`src/rtl/activation_pkg.sv`:
```
// rtl/activation_pkg.sv - shared mode encodings and default widths for the activation pipeline
package activation_pkg;

  typedef enum logic [1:0] {
    MODE_RELU  = 2'd0,
    MODE_CLAMP = 2'd1,
    MODE_LEAKY = 2'd2,
    MODE_RSVD  = 2'd3
  } act_mode_e;

  localparam int LEAKY_SHIFT = 3;

  localparam int DEF_IN_W    = 12;
  localparam int DEF_OUT_W   = 5;
  localparam int DEF_CH      = 4;
  localparam int DEF_SHIFT_W = 4;
  localparam int DEF_CNT_W   = 16;

endpackage

```
`src/rtl/activation_lane.sv`:
```
// rtl/activation_lane.sv - combinational shift, activation and clamp for one channel
module activation_lane
  import activation_pkg::*;
#(
  parameter int IN_W    = DEF_IN_W,
  parameter int OUT_W   = DEF_OUT_W,
  parameter int SHIFT_W = DEF_SHIFT_W
) (
  input  logic signed [IN_W-1:0]    x,
  input  logic        [1:0]         mode,
  input  logic        [SHIFT_W-1:0] shift,
  output logic        [OUT_W-1:0]   y,
  output logic                      sat
);

  localparam logic signed [IN_W-1:0] U_MAX = IN_W'((1 << OUT_W) - 1);
  localparam logic signed [IN_W-1:0] S_MAX = IN_W'((1 << (OUT_W - 1)) - 1);
  localparam logic signed [IN_W-1:0] S_MIN = IN_W'(-(1 << (OUT_W - 1)));

  logic signed [IN_W-1:0] t;
  logic signed [IN_W-1:0] u;

  always_comb begin
    t   = '0;
    u   = '0;
    y   = '0;
    sat = 1'b0;
    // Large shifts collapse to the sign so the result never depends on shift-width overflow
    if (int'(shift) >= IN_W - 1) begin
      t = x[IN_W-1] ? '1 : '0;
    end else begin
      t = x >>> shift;
    end
    case (mode)
      MODE_CLAMP, MODE_LEAKY: begin
        u = (mode == MODE_LEAKY && t[IN_W-1]) ? (t >>> LEAKY_SHIFT) : t;
        if (u > S_MAX) begin
          y   = S_MAX[OUT_W-1:0];
          sat = 1'b1;
        end else if (u < S_MIN) begin
          y   = S_MIN[OUT_W-1:0];
          sat = 1'b1;
        end else begin
          y = u[OUT_W-1:0];
        end
      end
      default: begin
        if (t[IN_W-1]) begin
          y = '0;
        end else if (t > U_MAX) begin
          y   = U_MAX[OUT_W-1:0];
          sat = 1'b1;
        end else begin
          y = t[OUT_W-1:0];
        end
      end
    endcase
  end

endmodule

```
`src/rtl/activation_pipe.sv`:
```
// rtl/activation_pipe.sv - two-stage multi-channel activation with flow control and saturation counter
module activation_pipe
  import activation_pkg::*;
#(
  parameter int IN_W    = DEF_IN_W,
  parameter int OUT_W   = DEF_OUT_W,
  parameter int CH      = DEF_CH,
  parameter int SHIFT_W = DEF_SHIFT_W,
  parameter int CNT_W   = DEF_CNT_W
) (
  input  logic                  clk,
  input  logic                  rst,
  input  logic                  in_valid,
  output logic                  in_ready,
  input  logic [CH*IN_W-1:0]    in_data,
  input  logic [1:0]            mode,
  input  logic [SHIFT_W-1:0]    shift,
  output logic                  out_valid,
  input  logic                  out_ready,
  output logic [CH*OUT_W-1:0]   out_data,
  output logic [CH-1:0]         out_sat,
  output logic [CNT_W-1:0]      sat_count,
  input  logic                  clr_count
);

  localparam int POP_W = $clog2(CH + 1);

  logic                       s1_valid;
  logic [CH*IN_W-1:0]         s1_data;
  logic [1:0]                 s1_mode;
  logic [SHIFT_W-1:0]         s1_shift;
  logic                       s2_adv;
  logic [CH-1:0][OUT_W-1:0]   lane_y;
  logic [CH-1:0]              lane_sat;
  logic [POP_W-1:0]           sat_pop;
  logic [CNT_W:0]             cnt_sum;

  assign s2_adv   = !out_valid || out_ready;
  assign in_ready = !s1_valid || s2_adv;

  always_ff @(posedge clk) begin
    if (rst) begin
      s1_valid <= 1'b0;
    end else if (in_ready) begin
      s1_valid <= in_valid;
    end
  end

  // Payload registers need no reset: s1_valid alone qualifies them
  always_ff @(posedge clk) begin
    if (in_valid && in_ready) begin
      s1_data  <= in_data;
      s1_mode  <= mode;
      s1_shift <= shift;
    end
  end

  for (genvar k = 0; k < CH; k++) begin : g_lane
    activation_lane #(
      .IN_W    (IN_W),
      .OUT_W   (OUT_W),
      .SHIFT_W (SHIFT_W)
    ) u_lane (
      .x     (s1_data[k*IN_W +: IN_W]),
      .mode  (s1_mode),
      .shift (s1_shift),
      .y     (lane_y[k]),
      .sat   (lane_sat[k])
    );
  end

  always_ff @(posedge clk) begin
    if (rst) begin
      out_valid <= 1'b0;
      out_data  <= '0;
      out_sat   <= '0;
    end else if (s2_adv) begin
      out_valid <= s1_valid;
      if (s1_valid) begin
        out_data <= lane_y;
        out_sat  <= lane_sat;
      end
    end
  end

  always_comb begin
    sat_pop = '0;
    for (int k = 0; k < CH; k++) begin
      sat_pop = sat_pop + POP_W'(out_sat[k]);
    end
    cnt_sum = {1'b0, sat_count} + (CNT_W+1)'(sat_pop);
  end

  // Clear outranks a same-cycle handshake; the carry bit pins the counter at all-ones
  always_ff @(posedge clk) begin
    if (rst || clr_count) begin
      sat_count <= '0;
    end else if (out_valid && out_ready) begin
      sat_count <= cnt_sum[CNT_W] ? '1 : cnt_sum[CNT_W-1:0];
    end
  end

endmodule
```
`config.mk`:
```
export PLATFORM = sky130hd
export DESIGN_NAME = activation_pipe
export DESIGN_NICKNAME = d
export VERILOG_FILES = /design/src/rtl/activation_pkg.sv /design/src/rtl/activation_lane.sv /design/src/rtl/activation_pipe.sv
export SDC_FILE = /design/constraint.sdc
export NUM_CORES = 1
export LEC_CHECK = 0
export CAP_MARGIN = 20
export CORE_MARGIN = 2
export CORE_UTILIZATION = 45
export DETAILED_ROUTE_END_ITERATION = 8
export DONT_BUFFER_PORTS = 1
export RECOVER_POWER = 25
export SLEW_MARGIN = 5
export SYNTH_ARGS = -nofsm -noshare
export SYNTH_HDL_FRONTEND = slang
export SYNTH_SLANG_ARGS = --single-unit
```
`constraint.sdc`:
```
create_clock -name clk -period 3.56 [get_ports clk]
set_input_delay 0.534 -clock clk [delete_from_list [all_inputs] [get_ports clk]]
set_output_delay 0.534 -clock clk [all_outputs]
set_load 0.02 [all_outputs]
```
======== Word-level counts from Yosys, hierarchy flattened ========
Index checks and enable logic that the tools add are counted.
storage, ports and cells
  memory bits (writable) .................. 0
  latch bits .............................. 0
  input port bits ......................... 59
  memories ................................ 0
  register bits after elaboration ......... 96
  ROM bits ................................ 0
  output and inout bits ................... 42
operators by class
  bitwise operators ....................... 0
  div/mod/pow operators ................... 0
  multipliers ............................. 0
  equal/unequal tests ..................... 2
  reductions and logical operators ........ 13
  $add $sub $neg .......................... 4
  shift-type cells ........................ 4
  mux-type cells .......................... 53
  order comparisons ....................... 13
operator list
  operator                                                                        number
  5-bit two-way mux                                                               20
  12-bit two-way mux                                                              8
  12-bit by 5-bit > comparator with 1-bit output (second input constant)          4
  12-bit by 6-bit > comparator with 1-bit output (second input constant)          4
  12-bit by 5-bit less-than comparator with 1-bit output (second input constant)  4
  12-bit by 4-bit >>> shifter with 12-bit output                                  4
  11-bit two-way mux                                                              4
  1-bit two-way mux                                                               20
  16-bit by 3-bit adder with 17-bit output                                        1
  16-bit two-way mux                                                              1
  1-bit logical AND                                                               6
  4-bit greater-or-equal comparator (second input constant)                       1
  2-bit by 1-bit adder with 3-bit output                                          1
  3-bit by 1-bit adder with 3-bit output                                          1
  1-bit logical OR                                                                3
  1-bit by 1-bit adder with 2-bit output                                          1
  2-bit by 1-bit == test with 1-bit output (second input constant)                1
  2-bit == test (second input constant)                                           1
  1-bit logical NOT                                                               2
  2-bit AND reduction                                                             1
  2-bit OR reduction                                                              1

======== Depth between registers and ports, before layout ========
Gate-level depths: netlist of the first run.
  depth after elaboration ................. 8
  mapped depth ............................ 12
  depth with buffers taken out ............ 10

======== By module ========
From an unflattened synthesis of the first run, not the netlist that was laid out.
second synthesis, totals
  cell total of the unflattened synthesis .. 746
  area total of the unflattened synthesis .. 7016.7 µm²
modules (own cells, without submodules)
  module           times used  area each (µm²)  cells an instance
  activation_lane  4           894.6            121
  activation_pipe  1           3438.3           262

======== Worst setup path before layout of the first run ========
OpenSTA, ideal clock, no wires.
  path type ............................... reg2reg
  start ................................... register out_sat[0]
  end ..................................... register sat_count[10]
  period minus slack after synthesis ...... 2.830 ns
  slack ................................... 0.730 ns
  path buffers ............................ 1
  data required time ...................... 3.490 ns
  stages on the path, launching flop included .. 10
  data arrival time ....................... 2.759 ns
  cells stage by stage .................... dfxtp_1 > fa_1 > fa_1 > inv_1 > fa_1 > nand2b_1 > or3_1 > or3_1 > clkbuf_1 > a21oi_1
between the ends
  cells in the longest elaborated chain, start to end .. 5
RTL lines
  element                                   line                   text
  start: declaration                        activation_pipe.sv:21  output logic [CH-1:0] out_sat,
  start signal: assignment                  activation_pipe.sv:81  out_sat <= lane_sat;
  1-bit by 1-bit adder with 2-bit output    activation_pipe.sv:89  sat_pop = sat_pop + POP_W'(out_sat[k]);
  2-bit by 1-bit adder with 3-bit output    activation_pipe.sv:89
  3-bit by 1-bit adder with 3-bit output    activation_pipe.sv:89
  16-bit by 3-bit adder with 17-bit output  activation_pipe.sv:91  cnt_sum = {1'b0, sat_count} + (CNT_W+1)'(sat_pop);
  16-bit two-way mux                        activation_pipe.sv:99  sat_count <= cnt_sum[CNT_W] ? '1 : cnt_sum[CNT_W-1:0];
  end signal: assignment                    activation_pipe.sv:99
  end: declaration                          activation_pipe.sv:22  output logic [CNT_W-1:0] sat_count,
Every way passes these cells.
A chain may end at the register's enable or synchronous reset.

======== Final worst setup path of the first run ========
  start ................................... register out_sat[0]
  end ..................................... register sat_count[5]
The elaborated chain is that of the path after synthesis.

==> flow_summary.yaml, run 1 <==
status:
  status: "finished clean"
power:
  power.total_mw: 2.954
  power_density_mw_per_mm2: 429.6
  vdd.ir_drop.worst_v: 0.0003013
  p_leak_nw: 2.433
floorplanning:
  core_area_sq_mm: 0.01388
  die_x_um: 123.1
  die_h_um: 123.1
  io_pins: 101
  initial_utilization_pct: 46.02
  rows: 43
  die_area_sq_mm: 0.01516
cts:
  cts_sinks: 96
  clockRootBuffer: "clkbuf_16"
  cts_hold_buf: 0
  clk_pin_slew_ps: 60
  post_cts_buffers: 0
  cts_buffers: 9
  clk_latency_ps: 350
  htree_levels: 3
  cts-resized-gates: 0
  cts_tree: "done"
  clk_path_buf_depth: 2
cells_and_area:
  final_cell_area_sq_mm: 0.006875
  syn_to_final_growth_pct: 7.640
  final_core_util_pct: 49.53
  final_cell_mix: "nor2_1 (77), edfxtp_1 (54), nand2_1 (47)"
  drive_gt1_share_pct: 12.44
  final_common_cell: "nor2_1"
  layout.nets: 702
  antenna_cells: 0
  final_cells: 823
sta:
  hold_viol: 0
  max_freq_mhz: 332.0
  tightestPinTransition_ps: 793.1
  slew_viol_final: 0
  finClkSkew_ps: 4.045
  setup_slack_ps: 548.3
  slew_headroom_pct: 47.12
  min_period_ps: 3012
  finalCritPeriodShare_pct: 84.60
  rsz0062_at_grt: "no"
  setup_tns_ps: 0
  finalSetupViolations: 0
  holdWs_ps: 250.2
synthesis:
  ys.flop_type: "edfxtp_1"
  synth_adder_area_share_pct: 1.332
  avgSynthCellArea_sq_um: 9.752
  ys_seq_elements: 96
  ys_warn_count: 0
  syn-cell-area_sq_mm: 0.006387
  synth_compound_area_share_pct: 20.16
  synthXorXnorAreaFrac_pct: 1.508
  synthArstFlopShare_pct: 0
  syn_nets: 719
  synth_top_area_cell: "edfxtp_1"
  synth_edf_count: 54
  yosys-mux-area-fraction_pct: 17.30
  postSynthCellCount: 655
  synthSimpleGateAreaFrac_pct: 16.08
  yosys-top-cells-area: "edfxtp_1 (25%), dfxtp_1 (13%), mux4_2 (8.5%), nor2_1 (4.5%), mux2i_1 (4.1%)"
  synth-seq-area-share_pct: 38.55
  synth.distinct_cells: 71
  synth_top_family_by_area: "compound AO/OA/AOI/OAI gates"
  yosysTopAreaCellShare_pct: 25.39
critical_path:
  cp.required_ps: 3850
  end_kind: "flip-flop"
  cp_common_cell: "fa_1"
  critPathKind: "flip-flop to flip-flop"
  rrSetupSlack_ps: 550
  cpMaxStageDelayCell: "fa_1"
  start_kind: "flip-flop"
  cpLargestDelayFamily: "simple AND/OR/NAND/NOR gates"
  path_max_fanout: 12
  cpPeakStageDelay_ps: 580
  crit_chain: "fa_1 > fa_1 > inv_1 > fa_1 > nand2b_1 > or3_1 > or3_1 > o21a_1 > nor2_1"
  timing.rr.end: "sat_count[5]$_SDFFE_PP0P_"
  crit_buf_inv: 1
  r2r.worst_path.cells: 9
  reg2reg_from: "out_sat[0]$_SDFFE_PP0P_"
  worstPathArrival_ps: 3300
drt:
  ant_nets: 0
  vias: 5218
  first_pass_iters: 7
  wl_mm: 16.20
  drc: 0
  drt_iter0_markers: 521
  vias_per_cell: 6.340
  routedWlPerCell_um: 19.68
placed_design:
  place_hpwl_mm: 12.01
  portBuffers: 0
  place_inst: 807
  finalWeightedCongestion: 0.9167
  dp_slack_ps: 560.7
  placed_area_sq_mm: 0.006539
grt:
  grt_pass1_wl_mm: 25.62
  grt-ovfl-total: 0
  grt_pass1_vias: 4836
  antenna_found_initial: 0
  grt_max_degree: 72
  track_usage_pct: 21.87
flow_run:
  cap_viol_max_count: 0
min_path:
  hp-class: "input port to flip-flop"
  hp-start: "rst"
  min_to: "out_data[2]$_SDFFE_PP0P_"
  hold-path-cell-count: 1
flip-flops by register name (all words and copies together), names as in the netlist:
register,flops
s1_shift,4
s1_data,48
s1_valid,1
sat_count,16
s1_mode,2
out_valid,1
out_data,20
out_sat,4
how the worst max path moves through the flow:
stage                       startpoint                         end  slack, ps  cells past startpoint
2_1_floorplan  out_sat[0]$_SDFFE_PP0P_  sat_count[10]$_SDFFE_PP0P_        730                      9
3_3_place_gp   out_sat[0]$_SDFFE_PP0P_   sat_count[5]$_SDFFE_PP0P_        610                      9
3_5_place_dp   out_sat[0]$_SDFFE_PP0P_   sat_count[5]$_SDFFE_PP0P_        560                      9
4_1_cts        out_sat[0]$_SDFFE_PP0P_   sat_count[5]$_SDFFE_PP0P_        550                      9
5_1_grt        out_sat[0]$_SDFFE_PP0P_   sat_count[5]$_SDFFE_PP0P_        380                      9
6_report       out_sat[0]$_SDFFE_PP0P_   sat_count[5]$_SDFFE_PP0P_        550                      9
synth_stat cells (5+ instances only):
master	number
clkbuf_1	26
buf_2	7
a21oi_1	40
and3_1	6
mux4_2	24
edfxtp_1	54
nor2b_1	6
xor2_1	8
nor2_1	77
nand2_1	47
a311oi_1	9
inv_1	21
nand2b_1	10
o21a_1	9
mux4_1	6
o221ai_1	6
a31oi_1	7
o21ai_0	44
a211o_1	5
o211ai_1	14
mux2i_1	26
nand3_1	17
a211oi_1	9
buf_1	6
or3_1	7
nor3_1	13
mux2_2	13
dfxtp_1	42
cell type report:
class	count	area, sq um
Fill cell	1310	7005
Clock inverter	6	107.6
Inverter	21	78.83
Clock buffer	10	229.0
Timing Repair Buffer	19	167.7
Tap cell	180	225.2
Multi-Input combinational cell	491	3605
Sequential cell	96	2462
per-layer routing:
metal  wire (um)  track usage, %  vias up
li1            -               -     2470
met1        7639           32.14     2488
met2        6808           30.53      238
met3        1399           6.042       22
met4         352           8.239        0
met5           0               0        -
report_power, final:
part           leakage (nW)  switching, mW  total [mW]  internal [mW]
Sequential            0.871         0.0902        1.33           1.24
Combinational          1.40          0.308       0.530          0.222
Clock                 0.164          0.411        1.09          0.684
Total                  2.43          0.809        2.95           2.14
worst reg2reg max path, stage by stage, from the launching register on:
cell	delay, ps
dfxtp_1	400
fa_1	580
fa_1	190
inv_1	60
fa_1	370
nand2b_1	160
or3_1	420
or3_1	520
o21a_1	180
nor2_1	80
cell families after synthesis:
logic type	Yosys count
multiplexers	69
XOR/XNOR	11
adder cells (fa/ha/maj)	5
AND/OR/NAND/NOR	215
flip-flops	96
buffers and inverters	68
AO/OA/AOI/OAI	191
(Power assumes the default switching activity.)
==> run 2, diff against run 1 <==
- clock period: 3.56 -> 2.8 ns (I/O delays scaled with it)
==> flow_summary.yaml, run 2 (synthesis gave the netlist of run 1 again) <==
placed_design:
  place_inst: 845
  place_hpwl_mm: 12.53
  portBuffers: 0
  finalWeightedCongestion: 0.9303
  dp_slack_ps: -20.14
grt:
  grt-ovfl-total: 0
  grt_pass1_wl_mm: 26.41
  grt_max_degree: 55
  antenna_found_initial: 0
  grt_pass1_vias: 5000
  track_usage_pct: 22.44
cells_and_area:
  final_cells: 870
  antenna_cells: 0
  fill_cells: 1277
  layout.nets: 749
  drive_gt1_share_pct: 21.30
  largest-register: "s1_data"
  final_cell_mix: "nor2_1 (76), buf_4 (58), edfxtp_1 (54)"
  top_regs: "s1_data: 48 flops, out_data: 20 flops, sat_count: 16 flops"
  syn_to_final_growth_pct: 14.67
  largest_reg_flops: 48
  final_common_cell: "nor2_1"
sta:
  slew_viol_final: 0
  hold_viol: 0
  min_period_ps: 2725
  rsz0062_at_grt: "yes"
  tightestPinTransition_ps: 702.1
  slew_headroom_pct: 53.19
  setup_tns_ps: 0
  finalCritPeriodShare_pct: 97.33
  setup_slack_ps: 74.84
  finClkSkew_ps: 8.453
  max_freq_mhz: 367.0
  holdWs_ps: 136.7
  finalSetupViolations: 0
floorplanning:
  io_pins: 101
  rows: 43
  die_h_um: 123.1
  die_x_um: 123.1
  initial_utilization_pct: 46.02
  die_area_sq_mm: 0.01516
  core_area_sq_mm: 0.01388
cts:
  cts_sinks: 96
  clockRootBuffer: "clkbuf_16"
  cts_buffers: 9
  clk_latency_ps: 360
  cts_tree: "done"
  htree_levels: 3
  clk_pin_slew_ps: 70
  cts_hold_buf: 0
  clk_path_buf_depth: 2
critical_path:
  cp.required_ps: 3060
  path_max_fanout: 14
  start_kind: "flip-flop"
  r2r.worst_path.cells: 8
  worstPathArrival_ps: 2990
  reg2reg_from: "s1_shift[1]$_DFFE_PP_"
  critPathKind: "flip-flop to flip-flop"
  crit_path_start: "s1_shift[1]$_DFFE_PP_"
  end_kind: "flip-flop"
power:
  p_leak_nw: 2.680
  power_density_mw_per_mm2: 500.9
  vdd.ir_drop.worst_v: 0.0003292
drt:
  vias_per_cell: 6.101
  ant_nets: 0
  drt_iter0_markers: 409
  drc: 0
  wl_mm: 16.81
  routedWlPerCell_um: 19.32
  vias: 5308
  first_pass_iters: 4
min_path:
  hp-start: "rst"
  hold-path-cell-count: 1
  hp-class: "input port to flip-flop"
flow_run:
  cap_viol_max_count: 0
status:
  status: "finished clean"
run 2: cell count changes in the layout (fill, tap and decap cells not counted), moves of 3 or more:
cell and change:
buf_4 +41, o21ai_0 -4, o21ai_1 +4, bufinv_16 -3
run 2: area by class of cell:
| cell class | instances | area [sq um] | area share [%] |
|---|---|---|---|
| Inverter | 21 | 78.83 | 1.076 |
| Multi-Input combinational cell | 491 | 3674 | 50.15 |
| Sequential cell | 96 | 2464 | 33.64 |
| Clock buffer | 12 | 267.8 | 3.656 |
| Timing Repair Buffer | 66 | 590.6 | 8.063 |
| Tap cell | 180 | 225.2 | 3.075 |
| Clock inverter | 4 | 25.02 | 0.3416 |
run 2: worst paths after layout:
| kind | end | slack, ps |
|---|---|---|
| worst max-delay path | out_data[2]$_SDFFE_PP0P_ | 70 |
| worst min-delay path | out_data[3]$_SDFFE_PP0P_ | 140 |
| worst max register to register | out_data[2]$_SDFFE_PP0P_ | 70 |
| worst min register to register | out_valid$_SDFFE_PP0P_ | 530 |
run 2: what timing repair did:
item | 4_1_cts | 5_1_grt
gates cloned | 0 | 1
gates resized for setup | 2 | 27
setup buffers | 0 | 8
pin swaps | 0 | 7
setup endpoints to repair | 8 | 28
run 2: critical path, stage by stage (launching register included):
cell	delay [ps]
edfxtp_1	430
buf_12	180
mux4_2	380
nor3_1	70
a211o_1	270
o211a_1	140
or3_4	400
or4_4	510
a311oi_1	260
run 2: report_power, final:
group	switching, mW	internal (mW)
clock	0.530	0.680
combinational	0.436	0.352
sequential	0.0956	1.57
run 2: routing by layer:
layer  GRT usage, %  vias up  part of all wire (%)
li1               -     2565                     -
met1          33.63     2560                    49
met2          32.11      168                    43
met3          4.797       15                   6.2
met4          7.315        0                   1.6
met5              0        -                     0
run 2: metrics by stage:
step	util, %	cell area, sq um	total power, mW
floorplan	-	6389	2.217
global placement	49.43	6862	2.439
detailed placement	49.43	6862	2.449
CTS	51.61	7164	3.661
global route	52.77	7325	3.831
finish	52.77	7325	3.669
